==> src/rtl/aprox_grad.sv <==
// aprox_grad: backward pass of the piecewise-linear activation approximator.
//
// Computes out_grad = g * f'(x), where f'(x) is the slope of the segment that
// x falls into (same segment boundaries as the forward block). All data is
// signed Q16.16. Three-stage valid/ready pipeline:
//   stage 1: upstream gradient g + 2-bit region code derived from x
//   stage 2: 64-bit signed product g * slope
//   stage 3: rounded (half up) and saturated 32-bit result
//
// Ports:
//   clk        rising-edge clock
//   rst_n      asynchronous active-low reset
//   in_valid   x/g pair valid
//   in_ready   pair accepted this cycle (combinational)
//   in_x       pre-activation, signed Q16.16
//   in_g       upstream gradient, signed Q16.16
//   out_valid  result valid
//   out_ready  downstream accepts result
//   out_grad   g*f'(x), signed Q16.16
//   out_sat    out_grad was clamped (qualified by out_valid)
//   xfer_cnt   number of completed output transfers, wraps
//
// Handshake: a pair moves in on in_valid & in_ready, a result moves out on
// out_valid & out_ready. The whole pipe advances together when the output
// register is empty or being drained (adv = !out_valid | out_ready); in_ready
// equals adv, so a stall at the output freezes every stage in place and
// nothing is dropped or duplicated. Empty slots (bubbles) travel as invalid
// stages and are overwritten freely.

module aprox_grad #(
  parameter int W     = 32,
  parameter int FRAC  = 16,
  parameter int CNT_W = 16
) (
  input  logic             clk,
  input  logic             rst_n,
  input  logic             in_valid,
  output logic             in_ready,
  input  logic [W-1:0]     in_x,
  input  logic [W-1:0]     in_g,
  output logic             out_valid,
  input  logic             out_ready,
  output logic [W-1:0]     out_grad,
  output logic             out_sat,
  output logic [CNT_W-1:0] xfer_cnt
);

  localparam int PW = 2 * W;

  // Segment boundaries: 1.0 and 2.0 in Q16.16.
  localparam logic signed [W-1:0] X_LO = 32'sh0001_0000;
  localparam logic signed [W-1:0] X_HI = 32'sh0002_0000;

  // Segment slopes: -1.0 on the outer segments, ~-1/3 in the middle.
  localparam logic signed [W-1:0] SLOPE_OUTER = -32'sd65536;
  localparam logic signed [W-1:0] SLOPE_MID   = -32'sd21845;

  // Region codes carried through stage 1.
  localparam logic [1:0] REG_LOW  = 2'd0;
  localparam logic [1:0] REG_MID  = 2'd1;
  localparam logic [1:0] REG_HIGH = 2'd2;

  localparam logic signed [PW-1:0] ROUND_HALF = 64'sd32768;
  localparam logic signed [PW-1:0] RES_MAX    = 64'sh0000_0000_7FFF_FFFF;
  localparam logic signed [PW-1:0] RES_MIN    = 64'shFFFF_FFFF_8000_0000;

  logic adv;

  // Stage 1
  logic                s1_valid;
  logic signed [W-1:0] s1_g;
  logic [1:0]          s1_region;

  // Stage 2
  logic                 s2_valid;
  logic signed [PW-1:0] s2_prod;

  // Combinational helpers
  logic [1:0]           region_c;
  logic signed [W-1:0]  slope_c;
  logic signed [PW-1:0] prod_c;
  logic signed [PW-1:0] rnd_c;
  logic [W-1:0]         res_c;
  logic                 sat_c;

  assign adv      = !out_valid || out_ready;
  assign in_ready = adv;

  // Region of x, signed compare; both boundaries belong to the middle segment.
  always_comb begin
    region_c = REG_MID;
    if ($signed(in_x) < X_LO) begin
      region_c = REG_LOW;
    end else if ($signed(in_x) > X_HI) begin
      region_c = REG_HIGH;
    end
  end

  always_comb begin
    slope_c = SLOPE_OUTER;
    if (s1_region == REG_MID) begin
      slope_c = SLOPE_MID;
    end
  end

  // Sign-extend both factors to the full product width before multiplying.
  assign prod_c = PW'(s1_g) * PW'(slope_c);

  // Round half up, then drop the fractional bits of the extra scale factor.
  assign rnd_c = (s2_prod + ROUND_HALF) >>> FRAC;

  always_comb begin
    res_c = rnd_c[W-1:0];
    sat_c = 1'b0;
    if (rnd_c > RES_MAX) begin
      res_c = RES_MAX[W-1:0];
      sat_c = 1'b1;
    end else if (rnd_c < RES_MIN) begin
      res_c = RES_MIN[W-1:0];
      sat_c = 1'b1;
    end
  end

  // Pipeline stages. Data registers load only when a valid sample moves in,
  // so a held output keeps its value and bubbles leave data untouched.
  always_ff @(posedge clk or negedge rst_n) begin
    if (!rst_n) begin
      s1_valid  <= 1'b0;
      s1_g      <= '0;
      s1_region <= REG_LOW;
      s2_valid  <= 1'b0;
      s2_prod   <= '0;
      out_valid <= 1'b0;
      out_grad  <= '0;
      out_sat   <= 1'b0;
    end else if (adv) begin
      s1_valid  <= in_valid;
      s2_valid  <= s1_valid;
      out_valid <= s2_valid;
      if (in_valid) begin
        s1_g      <= $signed(in_g);
        s1_region <= region_c;
      end
      if (s1_valid) begin
        s2_prod <= prod_c;
      end
      if (s2_valid) begin
        out_grad <= res_c;
        out_sat  <= sat_c;
      end
    end
  end

  // Completed output transfers; wraps naturally at 2^CNT_W.
  always_ff @(posedge clk or negedge rst_n) begin
    if (!rst_n) begin
      xfer_cnt <= '0;
    end else if (out_valid && out_ready) begin
      xfer_cnt <= xfer_cnt + CNT_W'(1);
    end
  end

endmodule

==> config.mk <==
export PLATFORM = sky130hd
export DESIGN_NAME = aprox_grad
export DESIGN_NICKNAME = d
export VERILOG_FILES = /design/src/rtl/aprox_grad.sv
export SDC_FILE = /design/constraint.sdc
export NUM_CORES = 1
export LEC_CHECK = 0
export ABC_AREA = 1
export CELL_PAD_IN_SITES_DETAIL_PLACEMENT = 2
export CELL_PAD_IN_SITES_GLOBAL_PLACEMENT = 2
export CORE_MARGIN = 3
export CORE_UTILIZATION = 37
export DETAILED_ROUTE_END_ITERATION = 16
export PLACE_DENSITY_LB_ADDON = 0.3
export SLEW_MARGIN = 20
export SYNTH_ARGS = -nofsm -noshare
export SYNTH_HDL_FRONTEND = slang
export SYNTH_SLANG_ARGS = --single-unit
==> constraint.sdc <==
create_clock -name clk -period 7.1 [get_ports clk]
set_clock_uncertainty 0.2 [all_clocks]
set_input_delay 1.42 -clock clk [delete_from_list [all_inputs] [get_ports clk]]
set_output_delay 1.42 -clock clk [all_outputs]
set_load 0.02 [all_outputs]
==> qor.csv, run 1 <==
stage,metric,value,unit
logic_synthesis,yosysMostFrequentCell,inv_1,
die,io_pins,119,
routing,vias,16000,
critical_path,worst_setup_path_start_kind,flop,
routing,detail_route.iter0.violations,741,
routing,drc_errors,0,
run_status,status,finished clean,
global_routing,use_met1,32.8,%
logic_synthesis,synth.area.top_cells,"fa_1 27%, dfrtp_1 16%, ha_1 13%",
placement,place_congestion,0.923,
global_routing,grt_antenna_before_repair,0,
cts,path_clk_slew,0.07,ns
global_routing,grt_overflow_total,0,
logic_synthesis,syn_area_per_cell,7.73,um2
cts,post_cts_buffers,0,
cts,insertion_delay,0.50,ns
critical_path,critical_path_arrival,6.93,ns
cts,cts_max_level,4,
timing,setup_viol,0,
timing,relSlewSlack,34.3,%
logic_synthesis,yosysSeqAreaShare,16.4,%
logic_synthesis,syn_inst,2369,
timing,tns,0,ns
layout,final_nets,3018,
timing,whs,0.281,ns
cts,cts_root_buf,clkbuf_16,
power,p_per_area,512,mW/mm2
layout,finish.utilization,43.6,%
global_routing,grt_pass1_vias,18800,
power,power.total,10.8,mW
die,die_h,228,um
timing,fin_crit_sh,95.6,%
power,cellLeakagePower,11.0,nW
logic_synthesis,synth_fp_nets,2878,
cts,cts_hold_buf,0,
logic_synthesis,ys_ff_latch,120,
die,core_area,0.0483,mm2
timing,fmax,0.147,GHz
routing,avgRoutedWirePerCell,21.6,um
flow_run,cap_violations,0,
timing,min_period,6.79,ns
critical_path,critPathCaptureType,flop,
global_routing,grt_max_degree,73,
routing,totalWireLength,68700,um
logic_synthesis,ys.flop_type,dfrtp_1,
global_routing,top_usage_layer,met2,
routing,final_antenna_net_count,0,
die,die_area,0.0522,mm2
logic_synthesis,ys_types,46,
die,rows,80,
layout,areaGrowthSynthToFinish,15.2,%
logic_synthesis,syn_area,0.0183,mm2
placement,dp_hpwl,59300,um
global_routing,grt_pass1_wl,109000,um
logic_synthesis,synth_top_cell_area_share,26.7,%
critical_path,cp.required,7.25,ns
logic_synthesis,async_flop_share,100,%
timing,slew_viol_final,0,
layout,drive_gt1_share,4.88,%
critical_path,worst-path-max-fanout,18,
routing,firstDrtPassIters,5,
cts,clockBufferDepth,2,
layout,antennaDiodeCount,0,
die,initial_utilization,37.9,%
die,fp.dieW,228,um
timing,worst_slew_pin_slew,0.985,ns
cts,clock_sinks,120,
logic_synthesis,synth_top_area_cell,fa_1,
critical_path,crit_type,flop to flop,
global_routing,grt.met3_usage,3.35,%
global_routing,use_met2,49.4,%
cts,cts_tree,done,
logic_synthesis,ys_warn_count,0,
placement,portBuffers,118,
min_path,hp-class,flop to flop,
cts,cts_buffers,17,
timing,hold_viol,0,
power,vdd_drop_max,0.333,mV
logic_synthesis,yosys-top-cells-count,"574 x inv_1, 512 x nand2_1, 251 x nor2_1",
routing,avgViaCountPerCell,5.03,
logic_synthesis,synth_edf_count,0,
global_routing,grt_usage,27.1,%
## layout by cell type (no fill, tap or decap), drive strengths merged, types with 13 or more instances in the layout
master,Yosys,routed
clkbuf,18,19
nand2,521,521
a21oi,64,64
inv,583,587
nand4,20,20
nor2,260,260
ha,197,197
xnor2,28,28
nor3,23,23
dfrtp,120,120
nand3,77,77
clkdlybuf4s50,0,117
o21ai,87,87
fa,244,244
buf,11,33
xor2,50,50
o21bai,13,13
## routing by layer
metal,vias to the layer above,part of all wire (%)
li1,7408,-
met1,8214,42
met2,267,52
met3,92,2.8
met4,0,3.2
met5,-,0
## kinds of logic after synthesis
logic type      count (synthesis)  share of synthesized area, %
compound gates                186                          5.71
fa+ha+maj                     441                          40.1
mux                             1                        0.0615
buf+inv                       614                          12.9
xor+xnor                       78                          3.73
simple gates                  929                          21.1
flops                         120                          16.4
## through the flow
| stage | instances | cell area (um2) | setup slack [ns] |
|---|---|---|---|
| global route | 3178 | 21100 | -0.0564 |
| floorplan | 2369 | 18300 | 0.828 |
| global placement | 3146 | 20400 | 0.0965 |
| finish | 3178 | 21100 | 0.313 |
| detailed placement | 3146 | 20400 | -0.0796 |
| CTS | 3178 | 21000 | 0.0906 |
## worst paths after layout
path	start	to	slack, ns	cells after the start
hold reg to reg	out_grad[17]$_DFFE_PN0P_	out_grad[17]$_DFFE_PN0P_	0.28	2
min in group asynchronous	rst_n	xfer_cnt[13]$_DFFE_PN0P_	0.70	1
max in group asynchronous	rst_n	s2_prod[18]$_DFFE_PN0P_	4.60	2
setup / recovery	s1_region[1]$_DFFE_PN0P_	s2_prod[22]$_DFFE_PN0P_	0.31	24
setup reg to reg	s1_region[1]$_DFFE_PN0P_	s2_prod[22]$_DFFE_PN0P_	0.31	24
hold / removal	out_grad[17]$_DFFE_PN0P_	out_grad[17]$_DFFE_PN0P_	0.28	2
## registers in the layout, summed over array words and instances (netlist names)
signal / count
s1_region: 2
s2_valid: 1
s1_valid: 1
s2_prod: 34
out_sat: 1
s1_g: 32
xfer_cnt: 16
out_valid: 1
out_grad: 32
## layout make-up
class                   count  area (um2)
multi-input cells        1635       13000
inverters                 585        2200
fillers                  5665       27300
repair buffers            150        1420
clock inverters            13         170
well taps                 656         821
flip-flops and latches    120        3000
clock buffers              19         433
## power by group
group,switching [mW],internal (mW)
registers,0.284,0.956
clock network,0.396,0.554
logic,5.67,2.94
## critical path, stage by stage, from the launching register on
cell     delay [ns]
dfrtp_1        0.39
nor2_1         0.26
inv_4          0.18
buf_4          0.20
nor2_1         0.30
inv_1          0.15
nor2_1         0.29
nor2_1         0.15
fa_1           0.53
ha_1           0.35
fa_1           0.48
fa_1           0.54
inv_1          0.05
fa_1           0.53
inv_1          0.05
ha_1           0.33
nand2_1        0.12
nor2_1         0.28
nand4_1        0.28
or2_0          0.32
nand2_1        0.17
nand2_1        0.07
nand2_1        0.08
xnor2_1        0.23
o21ai_1        0.11
## repair_timing
item                                    CTS  global route
gates resized for setup                   1            27
endpoints found under the setup margin    3            15
endpoints found under the hold margin     0             0
Note: power is estimated with default switching activity, not from simulation.
==> run 2: changes to the inputs <==
- CTS_CLUSTER_SIZE: unset -> 14
- GPL_TIMING_DRIVEN: unset -> 0
- SETUP_SLACK_MARGIN: unset -> 0.5
==> qor.csv, run 2 (synthesized netlist as in run 1, its figures left out) <==
stage,metric,value,unit,change
critical_path,worst_setup_path_start_kind,flop,,unchanged
cts,cts_max_level,4,,unchanged
run_status,status,finished clean,,unchanged
routing,met3_length,4540,um,was 1940 um
routing,vias,17500,,was 16000
timing,fmax,0.144,GHz,was 0.147 GHz
cts,cts_root_buf,clkbuf_16,,unchanged
routing,route.top_layer_used,met4,,unchanged
layout,multi_input_area,0.0140,mm2,was 0.0130 mm2
die,die_area,0.0522,mm2,unchanged
cts,cts_tree,done,,unchanged
global_routing,grt_overflow_total,0,,unchanged
critical_path,worst-path-max-fanout,4,,was 18
min_path,hold_end,out_valid$_DFFE_PN0N_,,was out_grad[17]$_DFFE_PN0P_
critical_path,cp.required,7.25,ns,about the same
min_path,hold_start,s2_valid$_DFFE_PN0N_,,was out_grad[17]$_DFFE_PN0P_
critical_path,rr_endpoint,s2_prod[44]$_DFFE_PN0P_,,was s2_prod[22]$_DFFE_PN0P_
routing,wl_met1,32300,um,was 29100 um
critical_path,crit_slowest_cell,fa_1,,unchanged
layout,final_cells,3247,,was 3178
timing,min_period,6.93,ns,was 6.79 ns
critical_path,critical_path_arrival,7.08,ns,was 6.93 ns
critical_path,cp_common_cell,inv_1,,was nor2_1
cts,cts_buffers,17,,unchanged
die,initial_utilization,37.9,%,unchanged
min_path,hp-class,flop to flop,,unchanged
timing,setup_viol,0,,unchanged
timing,rsz0062_at_grt,yes,,
die,io_pins,119,,unchanged
timing,whs,0.272,ns,was 0.281 ns
global_routing,grt_usage,28.9,%,was 27.1%
placement,place_congestion,0.911,,was 0.923
critical_path,crit_type,flop to flop,,unchanged
critical_path,critPathTopFamily,adder cells,,unchanged
global_routing,grt_max_degree,87,,was 73
routing,detail_route.iter0.violations,1059,,was 741
layout,largest_reg_flops,34,,unchanged
min_path,whs_path_depth,2,,unchanged
layout,final_common_cell,inv_1,,unchanged
critical_path,reg2reg_from,s1_region[0]$_DFFE_PN0P_,,was s1_region[1]$_DFFE_PN0P_
global_routing,grt_pass1_vias,19500,,was 18800
critical_path,r2r_slack,0.17,ns,was 0.31 ns
layout,largestRegisters,"s2_prod x34, out_grad x32, s1_g x32",,unchanged
critical_path,critPathCaptureType,flop,,unchanged
critical_path,worst-path-buf-inv,9,,was 5
routing,avgViaCountPerCell,5.40,,was 5.03
timing,worst_slew_pin_slew,1.02,ns,was 0.985 ns
routing,wl_met2,44300,um,was 35500 um
global_routing,grt_antenna_before_repair,2,,was 0
layout,drive_gt1_share,13.9,%,was 4.88%
critical_path,reg2reg_depth,28,,was 24
cts,clockBufferDepth,2,,unchanged
die,core_area,0.0483,mm2,unchanged
routing,totalWireLength,87700,um,was 68700 um
cts,path_clk_slew,0.07,ns,about the same
layout,fill_cells,5446,,was 5665
cts,clock_sinks,120,,unchanged
layout,final_nets,3085,,was 3018
layout,seqCellArea,0.00300,mm2,unchanged
die,fp.dieW,228,um,unchanged
cts,cts_hold_buf,0,,unchanged
placement,post-place-cells,3144,,was 3146
timing,relSlewSlack,31.9,%,was 34.3%
global_routing,grt_pass1_wl,115000,um,was 109000 um
placement,portBuffers,118,,unchanged
routing,avgRoutedWirePerCell,27.0,um,was 21.6 um
routing,firstDrtPassIters,5,,unchanged
layout,areaGrowthSynthToFinish,23.9,%,was 15.2%
timing,fin_crit_sh,97.6,%,was 95.6%
layout,mostFrequentLayoutCells,"565 x inv_1, 485 x nand2_1, 239 x fa_1",,"was 574 x inv_1, 512 x nand2_1, 244 x fa_1"
routing,drc_errors,0,,unchanged
cts,insertion_delay,0.49,ns,was 0.50 ns
routing,final_antenna_net_count,0,,unchanged
timing,slew_viol_final,0,,unchanged
layout,top_register,s2_prod,,unchanged
critical_path,cpPeakStageDelay,0.57,ns,was 0.54 ns
timing,tns,0,ns,unchanged
die,die_h,228,um,unchanged
placement,dp_hpwl,59200,um,was 59300 um
die,rows,80,,unchanged
timing,hold_viol,0,,unchanged
flow_run,cap_violations,0,,unchanged
==> run 2: layer usage <==
layer | global-route usage, % | vias to the layer above
met5 | 0 | -
met4 | 13.8 | 0
met3 | 3.74 | 349
met2 | 53.2 | 684
met1 | 33.2 | 8972
li1 | - | 7542
==> run 2: worst max-delay path by stage <==
stage | start | endpoint | slack, ns | depth (start not counted)
6_report | s1_region[0]$_DFFE_PN0P_ | s2_prod[44]$_DFFE_PN0P_ | 0.17 | 28
5_1_grt | s1_region[0]$_DFFE_PN0P_ | s2_prod[62]$_DFFE_PN0P_ | -0.05 | 29
3_5_place_dp | s1_region[0]$_DFFE_PN0P_ | s2_prod[44]$_DFFE_PN0P_ | -2.14 | 27
4_1_cts | s1_region[1]$_DFFE_PN0P_ | s2_prod[44]$_DFFE_PN0P_ | 0.49 | 26
2_1_floorplan | s1_region[0]$_DFFE_PN0P_ | s2_prod[44]$_DFFE_PN0P_ | 0.83 | 27
3_3_place_gp | s1_region[0]$_DFFE_PN0P_ | s2_prod[44]$_DFFE_PN0P_ | -1.93 | 27
==> run 2: through the flow <==
stage | cell area [um2] | worst slack (ns) | utilization [%]
after global placement | 20300 | -1.93 | 42.0
after CTS | 21500 | 0.493 | 44.5
final | 22700 | 0.170 | 46.9
after detailed placement | 20300 | -2.14 | 42.1
after floorplan | 18300 | 0.828 | -
after global routing | 22700 | -0.0531 | 46.9
==> run 2: worst min-delay path, cell delays in order (launching register included) <==
cell and delay (ns):
dfrtp_1 0.32, inv_1 0.06, nand2_1 0.06
==> run 2: final cells by class <==
type	count	area share, %
flip-flops and latches	120	13.2
well taps	656	3.62
inverters	585	9.72
clock buffers	21	2.07
repair inverters	2	0.0496
plain buffers	29	0.971
repair buffers	186	7.80
diodes	2	0.0221
multi-input cells	1635	61.9
clock inverters	11	0.607
==> run 2: what timing repair did <==
item / 4_1_cts / 5_1_grt
gates cloned: 2 / 2
setup buffers: 15 / 50
gates resized for setup: 127 / 199
setup endpoints to repair: 34 / 32
pin swaps: 12 / 55
Power of run 2 is left out: the tool's default activity adds up to more than one toggle a clock period on the data nets, which glitch-free logic cannot reach.
==> run 3: changes to the inputs <==
- CTS_CLUSTER_SIZE: 14 -> 24
==> results of run 3 <==
Same layout as run 2: the final DEF is identical, and so are final timing and power.
Power of run 3 is left out for the same reason.
